**src/rtl/pipe_stage_skid_if.sv**
```systemverilog
// Handshake bundle for one pipe_stage_skid instance.
// Valid/ready rule: a beat moves on a rising edge exactly when valid and
// ready are both 1 in the cycle before it. The source holds its payload
// stable while valid=1 and ready=0. Ready may be 1 while valid is 0.
// master = upstream/downstream side driving the stage, slave = the stage.
interface pipe_stage_skid_if #(
  parameter int PAYLOAD_W = 39,
  parameter int CNT_W     = 8
);
  logic                 flush;
  logic                 in_valid;
  logic                 in_ready;
  logic [PAYLOAD_W-1:0] in_payload;
  logic                 out_valid;
  logic                 out_ready;
  logic [PAYLOAD_W-1:0] out_payload;
  logic [1:0]           occupancy;
  logic [CNT_W-1:0]     stall_cnt;
  logic [1:0]           dbg_state;

  modport master (
    output flush, in_valid, in_payload, out_ready,
    input  in_ready, out_valid, out_payload, occupancy, stall_cnt, dbg_state
  );

  modport slave (
    input  flush, in_valid, in_payload, out_ready,
    output in_ready, out_valid, out_payload, occupancy, stall_cnt, dbg_state
  );
endinterface

```
**src/rtl/pipe_stage_skid.sv**
```systemverilog
// Generic pipeline stage register with valid/ready handshake, optional
// 2-entry skid buffer, synchronous flush that squashes the control field,
// and a saturating stall counter. CTRL_W must lie in 1..PAYLOAD_W.
module pipe_stage_skid #(
  parameter int PAYLOAD_W = 39,
  parameter int CTRL_W    = 3,
  parameter bit SKID_EN   = 1'b1,
  parameter int CNT_W     = 8
) (
  input  logic             clk,
  input  logic             rst,
  pipe_stage_skid_if.slave bus
);

  // EMPTY: no entry, ONE: main held, FULL: main and skid held.
  typedef enum logic [1:0] {
    ST_EMPTY = 2'd0,
    ST_ONE   = 2'd1,
    ST_FULL  = 2'd2
  } state_t;

  localparam logic [PAYLOAD_W-1:0] ONES      = '1;
  localparam logic [PAYLOAD_W-1:0] CTRL_MASK = ONES >> (PAYLOAD_W - CTRL_W);

  state_t               state_q, state_d;
  logic [PAYLOAD_W-1:0] main_q, main_d;
  logic [PAYLOAD_W-1:0] skid_q, skid_d;
  logic [CNT_W-1:0]     stall_q;
  logic                 accept, drain;
  logic                 out_valid, in_ready;

  assign out_valid = (state_q != ST_EMPTY);
  // With the skid buffer, ready depends only on registered state so there
  // is no combinational path from out_ready back to in_ready.
  assign in_ready  = SKID_EN ? (state_q != ST_FULL)
                             : (bus.out_ready | (state_q == ST_EMPTY));
  assign accept    = bus.in_valid & in_ready;
  assign drain     = out_valid & bus.out_ready;

  assign bus.in_ready    = in_ready;
  assign bus.out_valid   = out_valid;
  assign bus.out_payload = main_q;
  assign bus.occupancy   = (state_q == ST_FULL) ? 2'd2 :
                           (state_q == ST_ONE)  ? 2'd1 : 2'd0;
  assign bus.stall_cnt   = stall_q;
  assign bus.dbg_state   = state_q;

  // State and payload registers; reset clears everything immediately.
  always_ff @(posedge clk or negedge rst) begin
    if (!rst) begin
      state_q <= ST_EMPTY;
      main_q  <= '0;
      skid_q  <= '0;
    end else begin
      state_q <= state_d;
      main_q  <= main_d;
      skid_q  <= skid_d;
    end
  end

  // Next state and payload moves; flush overrides every other transition.
  always_comb begin
    state_d = state_q;
    main_d  = main_q;
    skid_d  = skid_q;
    if (SKID_EN) begin
      case (state_q)
        ST_EMPTY: begin
          if (accept) begin
            main_d  = bus.in_payload;
            state_d = ST_ONE;
          end
        end
        ST_ONE: begin
          if (accept && drain) begin
            main_d = bus.in_payload;
          end else if (accept) begin
            skid_d  = bus.in_payload;
            state_d = ST_FULL;
          end else if (drain) begin
            state_d = ST_EMPTY;
          end
        end
        ST_FULL: begin
          if (drain) begin
            main_d  = skid_q;
            state_d = ST_ONE;
          end
        end
        default: state_d = ST_EMPTY;
      endcase
    end else begin
      if (accept) begin
        main_d  = bus.in_payload;
        state_d = ST_ONE;
      end else if (drain) begin
        state_d = ST_EMPTY;
      end
    end
    if (bus.flush) begin
      state_d = ST_EMPTY;
      main_d  = main_q & ~CTRL_MASK;
      skid_d  = skid_q & ~CTRL_MASK;
    end
  end

  // Stall counter: counts cycles where a held beat is refused, saturating.
  always_ff @(posedge clk or negedge rst) begin
    if (!rst) begin
      stall_q <= '0;
    end else if (out_valid && !bus.out_ready && (stall_q != '1)) begin
      stall_q <= stall_q + 1'b1;
    end
  end

endmodule

```
**src/flat_wrapper.sv**
```systemverilog
// flat-port wrapper written by rule: the top's interface ports become plain ports
module pipe_stage_skid_flat 
#(
  parameter int PAYLOAD_W = 39,
  parameter int CTRL_W    = 3,
  parameter bit SKID_EN   = 1'b1,
  parameter int CNT_W     = 8
)
  (clk, rst, bus_flush, bus_in_valid, bus_in_payload, bus_out_ready, bus_in_ready, bus_out_valid, bus_out_payload, bus_occupancy, bus_stall_cnt, bus_dbg_state);
  pipe_stage_skid_if #(.PAYLOAD_W(PAYLOAD_W), .CNT_W(CNT_W)) bus_i ();
  input  logic clk;
  input  logic rst;
  input wire logic [$bits(bus_i.flush)-1:0] bus_flush;
  input wire logic [$bits(bus_i.in_valid)-1:0] bus_in_valid;
  input wire logic [$bits(bus_i.in_payload)-1:0] bus_in_payload;
  input wire logic [$bits(bus_i.out_ready)-1:0] bus_out_ready;
  output wire logic [$bits(bus_i.in_ready)-1:0] bus_in_ready;
  output wire logic [$bits(bus_i.out_valid)-1:0] bus_out_valid;
  output wire logic [$bits(bus_i.out_payload)-1:0] bus_out_payload;
  output wire logic [$bits(bus_i.occupancy)-1:0] bus_occupancy;
  output wire logic [$bits(bus_i.stall_cnt)-1:0] bus_stall_cnt;
  output wire logic [$bits(bus_i.dbg_state)-1:0] bus_dbg_state;
  assign bus_i.flush = bus_flush;
  assign bus_i.in_valid = bus_in_valid;
  assign bus_i.in_payload = bus_in_payload;
  assign bus_i.out_ready = bus_out_ready;
  assign bus_in_ready = bus_i.in_ready;
  assign bus_out_valid = bus_i.out_valid;
  assign bus_out_payload = bus_i.out_payload;
  assign bus_occupancy = bus_i.occupancy;
  assign bus_stall_cnt = bus_i.stall_cnt;
  assign bus_dbg_state = bus_i.dbg_state;
  pipe_stage_skid #(.PAYLOAD_W(PAYLOAD_W), .CTRL_W(CTRL_W), .SKID_EN(SKID_EN), .CNT_W(CNT_W)) u_core (.clk(clk), .rst(rst), .bus(bus_i));
endmodule
```
**config.mk**
```make
export PLATFORM = sky130hd
export DESIGN_NAME = pipe_stage_skid_flat
export DESIGN_NICKNAME = d
export VERILOG_FILES = /design/src/rtl/pipe_stage_skid_if.sv /design/src/rtl/pipe_stage_skid.sv /design/src/flat_wrapper.sv
export SDC_FILE = /design/constraint.sdc
export NUM_CORES = 1
export LEC_CHECK = 0
export CORE_ASPECT_RATIO = 1.1
export CORE_MARGIN = 1
export CORE_UTILIZATION = 45
export DETAILED_ROUTE_END_ITERATION = 10
export GPL_TIMING_DRIVEN = 0
export HOLD_SLACK_MARGIN = 0.03
export PLACE_DENSITY = 0.73
export SLEW_MARGIN = 5
export SYNTH_ARGS = -nofsm -noshare
export SYNTH_HDL_FRONTEND = slang
export SYNTH_SLANG_ARGS = --single-unit
```
**constraint.sdc**
```tcl
create_clock -name clk -period 4.4 [get_ports clk]
set_input_delay 1.32 -clock clk [delete_from_list [all_inputs] [get_ports clk]]
set_output_delay 1.32 -clock clk [all_outputs]
set_load 0.02 [all_outputs]
```
==> PnR_summary.wiki <==
{| class="wikitable"
! Metric !! Value
|-
| Accumulated negative setup slack || 0 ns
|-
| CTS clock-pin slew for the worst setup and hold paths || ~0.08 ns
|-
| Met1 Usage GRT || 0.2398
|-
| Share of final-layout standard cells stronger than drive strength 1 || 0.3325
|-
| Leakage || about 2.4 nW
|-
| Number of synthesized flops with an enable pin || 0
|-
| Most frequently used cell type in the post-synthesis netlist || sky130_fd_sc_hd__dfrtp_1
|-
| Hold_sp || u_core.skid_q[8]
|-
| Syn nets || 338
|-
| Layout fillers || 735
|-
| Htree depth || 3
|-
| Drt initial violations || 68
|-
| Sequential area share after synthesis || 0.5246
|-
| Unrepaired setup endpoints after global routing || no
|-
| Result of the run || finished, final reports clean
|-
| Total CTS buffers || 9
|-
| Achievable clock frequency || 306.9 MHz
|-
| DR vias || 2,668
|-
| Port Buf Inserts || 96
|-
| Number of buffers inserted by hold repair at cts || 0
|-
| Final number of max-transition violations || 0
|-
| Die outline width || 94.09 um
|-
| Worst max-slew margin expressed relative to the limit || 0.3738
|-
| Arrival time at the worst endpoint || 1.94 ns
|-
| Final Power || roughly 0.0035 W
|-
| Count of antenna-violating nets left after detailed routing || 0
|-
| DRC || 0
|-
| Final Setup Violations || 0
|-
| Final hold violation count || 0
|-
| Hold Path Class || flop to flop
|-
| Routability cong. || 0.7836
|-
| CP max FO || 6
|-
| Post-route clock period utilization || 0.7406
|-
| Avg Vias per Cell || between 5 and 6
|-
| Clock Skew || 0.005985 ns
|-
| Layout overhead on the synthesized area || 31.59%
|-
| Placeable core region || roughly 0.009 mm2
|-
| Worst setup slack after placement || 0.8130 ns
|-
| Worst Setup Start Kind || flop
|-
| Area of the die || approximately 0.0097 mm2
|-
| Starting density of the core || 0.4683
|-
| Most utilized layer in the global route result || met2
|-
| Syn Std Cell Area || 0.004198 mm2
|-
| Worst path required time || around 3.1 ns
|-
| Area leader, netlist || sky130_fd_sc_hd__dfrtp_1
|-
| First-pass GRT wire length || 13.59 mm
|-
| Worst Setup SP || u_core.bus.dbg_state[0]
|-
| Pwr Density || roughly 630 mW/mm2
|-
| Insertion delay to the later sink of the worst-skew pair || 0.36 ns
|-
| Clock Sink Count || a little under 90
|-
| Count of mapped cells out of synthesis || 288
|-
| Via count of the first global-routing pass || 2,694
|-
| Post-cts sizing count || 0
|-
| 1st-pass router iterations || 4
|-
| Mean instance size in the synthesized netlist || 14.58 um2
|-
| Total I/O pin count || 97
|-
| Slew at the pin closest to its max-slew limit || 0.9263 ns
|-
| Maximum buffer depth of the clock tree || 2
|-
| Share of flip-flops with an asynchronous set or reset after synthesis || 1.000
|-
| Number of antenna violations at the first check in global routing || 0
|-
| Synthesis-stage register bit count || about 90
|-
| Global routing usage on met2 || 0.2858
|-
| Count of warnings emitted by yosys || 0
|-
| Maximum number of pins on one net before global-route repair || 47
|-
| Synth Flop Type || sky130_fd_sc_hd__dfrtp_1
|-
| Leading cell types by total area after synthesis || sky130_fd_sc_hd__dfrtp_1, sky130_fd_sc_hd__mux2_2, sky130_fd_sc_hd__mux2_4
|-
| Antenna diode count || 0
|-
| Cell types with the highest counts after synthesis || sky130_fd_sc_hd__dfrtp_1, sky130_fd_sc_hd__mux2_2, sky130_fd_sc_hd__mux2_4, sky130_fd_sc_hd__nor2_1, sky130_fd_sc_hd__clkbuf_1
|-
| Worst path setup slack after routing || 1.141 ns
|-
| Number of buffers added for setup after CTS || 0
|-
| Minimum clock period || 3.259 ns
|-
| Met3 Resource Use GR || 0.05848
|-
| Post-synth top area share || 0.5246
|-
| Row cnt || 36
|-
| Y dimension of the die || between 100 and 150 um
|-
| HPWL after detailed placement || 5.889 mm
|-
| Library cells used by synthesis || 34
|-
| Number of nets in the layout || 446
|-
| Routed wire length || 8.318 mm
|-
| TritonCTS clock tree || done
|-
| Worst ir drop on vdd || just over 0.0003 V
|-
| Global router's overall resource usage || 0.1867
|-
| Detailed-route wire length per cell || 16.18 um
|-
| Start of the worst register-to-register path || u_core.bus.dbg_state[0]
|-
| Crit end category || output pin
|-
| Root buffer selected by CTS || sky130_fd_sc_hd__clkbuf_8
|-
| Classification of the worst setup path || flop to output pin
|-
| Remaining Overflow, GRT || 0
|-
| # Max-Cap Violations || 0
|}
## worst max-delay path, cell delays in order, from the launching register on
cell,delay (ns)
sky130_fd_sc_hd__dfrtp_1,0.44
sky130_fd_sc_hd__inv_1,0.12
sky130_fd_sc_hd__ha_1,0.29
sky130_fd_sc_hd__inv_1,0.12
sky130_fd_sc_hd__clkdlybuf4s50_1,0.61
## final timing paths
path                                         endpoint  slack [ns]  depth (start not counted)
setup / recovery                        bus_out_valid        1.14                          4
hold / removal                       u_core.skid_q[8]        0.50                          1
setup reg to reg                     u_core.skid_q[1]        1.79                          7
hold reg to reg                      u_core.skid_q[8]        0.50                          1
max in group asynchronous     u_core.bus.stall_cnt[6]        2.83                          2
min in group asynchronous  u_core.bus.out_payload[22]        0.95                          1
## layout make-up
class	instances	area, um2	share of cell area
multi-input cells	181	1887	0.3416
repair buffers	97	985.9	0.1785
inverters	6	22.52	0.004077
clock buffers	13	158.9	0.02877
flip-flops and latches	88	2202	0.3986
well taps	114	142.6	0.02582
clock inverters	2	38.79	0.007022
plain buffers	13	86.33	0.01563
## flip-flops by register name, summed over array words and instances, names as in the netlist
signal and cells:
u_core.bus.dbg_state 2, u_core.bus.out_payload 39, u_core.skid_q 39, u_core.bus.stall_cnt 8
## power by group
part           internal, W  switching (W)  total [W]
clock             0.000292       0.000282   0.000574
sequential         0.00118       0.000215    0.00140
combinational     0.000880       0.000630    0.00151
## layout by cell type (no fill, tap or decap), types with 6 or more instances in the layout
cell type,count
sky130_fd_sc_hd__clkbuf_1,10
sky130_fd_sc_hd__clkbuf_8,11
sky130_fd_sc_hd__clkdlybuf4s50_1,95
sky130_fd_sc_hd__dfrtp_1,88
sky130_fd_sc_hd__ha_1,6
sky130_fd_sc_hd__inv_1,6
sky130_fd_sc_hd__mux2_2,81
sky130_fd_sc_hd__mux2_4,30
sky130_fd_sc_hd__mux2i_1,7
sky130_fd_sc_hd__nand2_1,7
sky130_fd_sc_hd__nor2_1,10
## metal layers
metal | vias to the layer above | part of all wire
li1 | 1250 | -
met1 | 1334 | 0.44
met2 | 71 | 0.47
met3 | 13 | 0.071
met4 | 0 | 0.022
met5 | - | 0
## per-stage QoR
stage               hold WS (ns)  instances    util  instance area (um2)
CTS                       0.5058        514  0.6163                 5524
global route              0.5287        514  0.6163                 5524
finish                    0.5035        514  0.6163                 5524
global placement          0.4804        498  0.5914                 5301
floorplan                 0.4737        288       -                 4198
detailed placement        0.4873        499  0.5942                 5326
## logic make-up after synthesis
logic type / share of synthesized area
xor+xnor: 0.008347
compound gates: 0.02385
mux: 0.3413
buf+inv: 0.02593
simple gates: 0.05813
flops: 0.5246
fa+ha+maj: 0.01788
No activity file was read; power rests on OpenSTA's default activity.
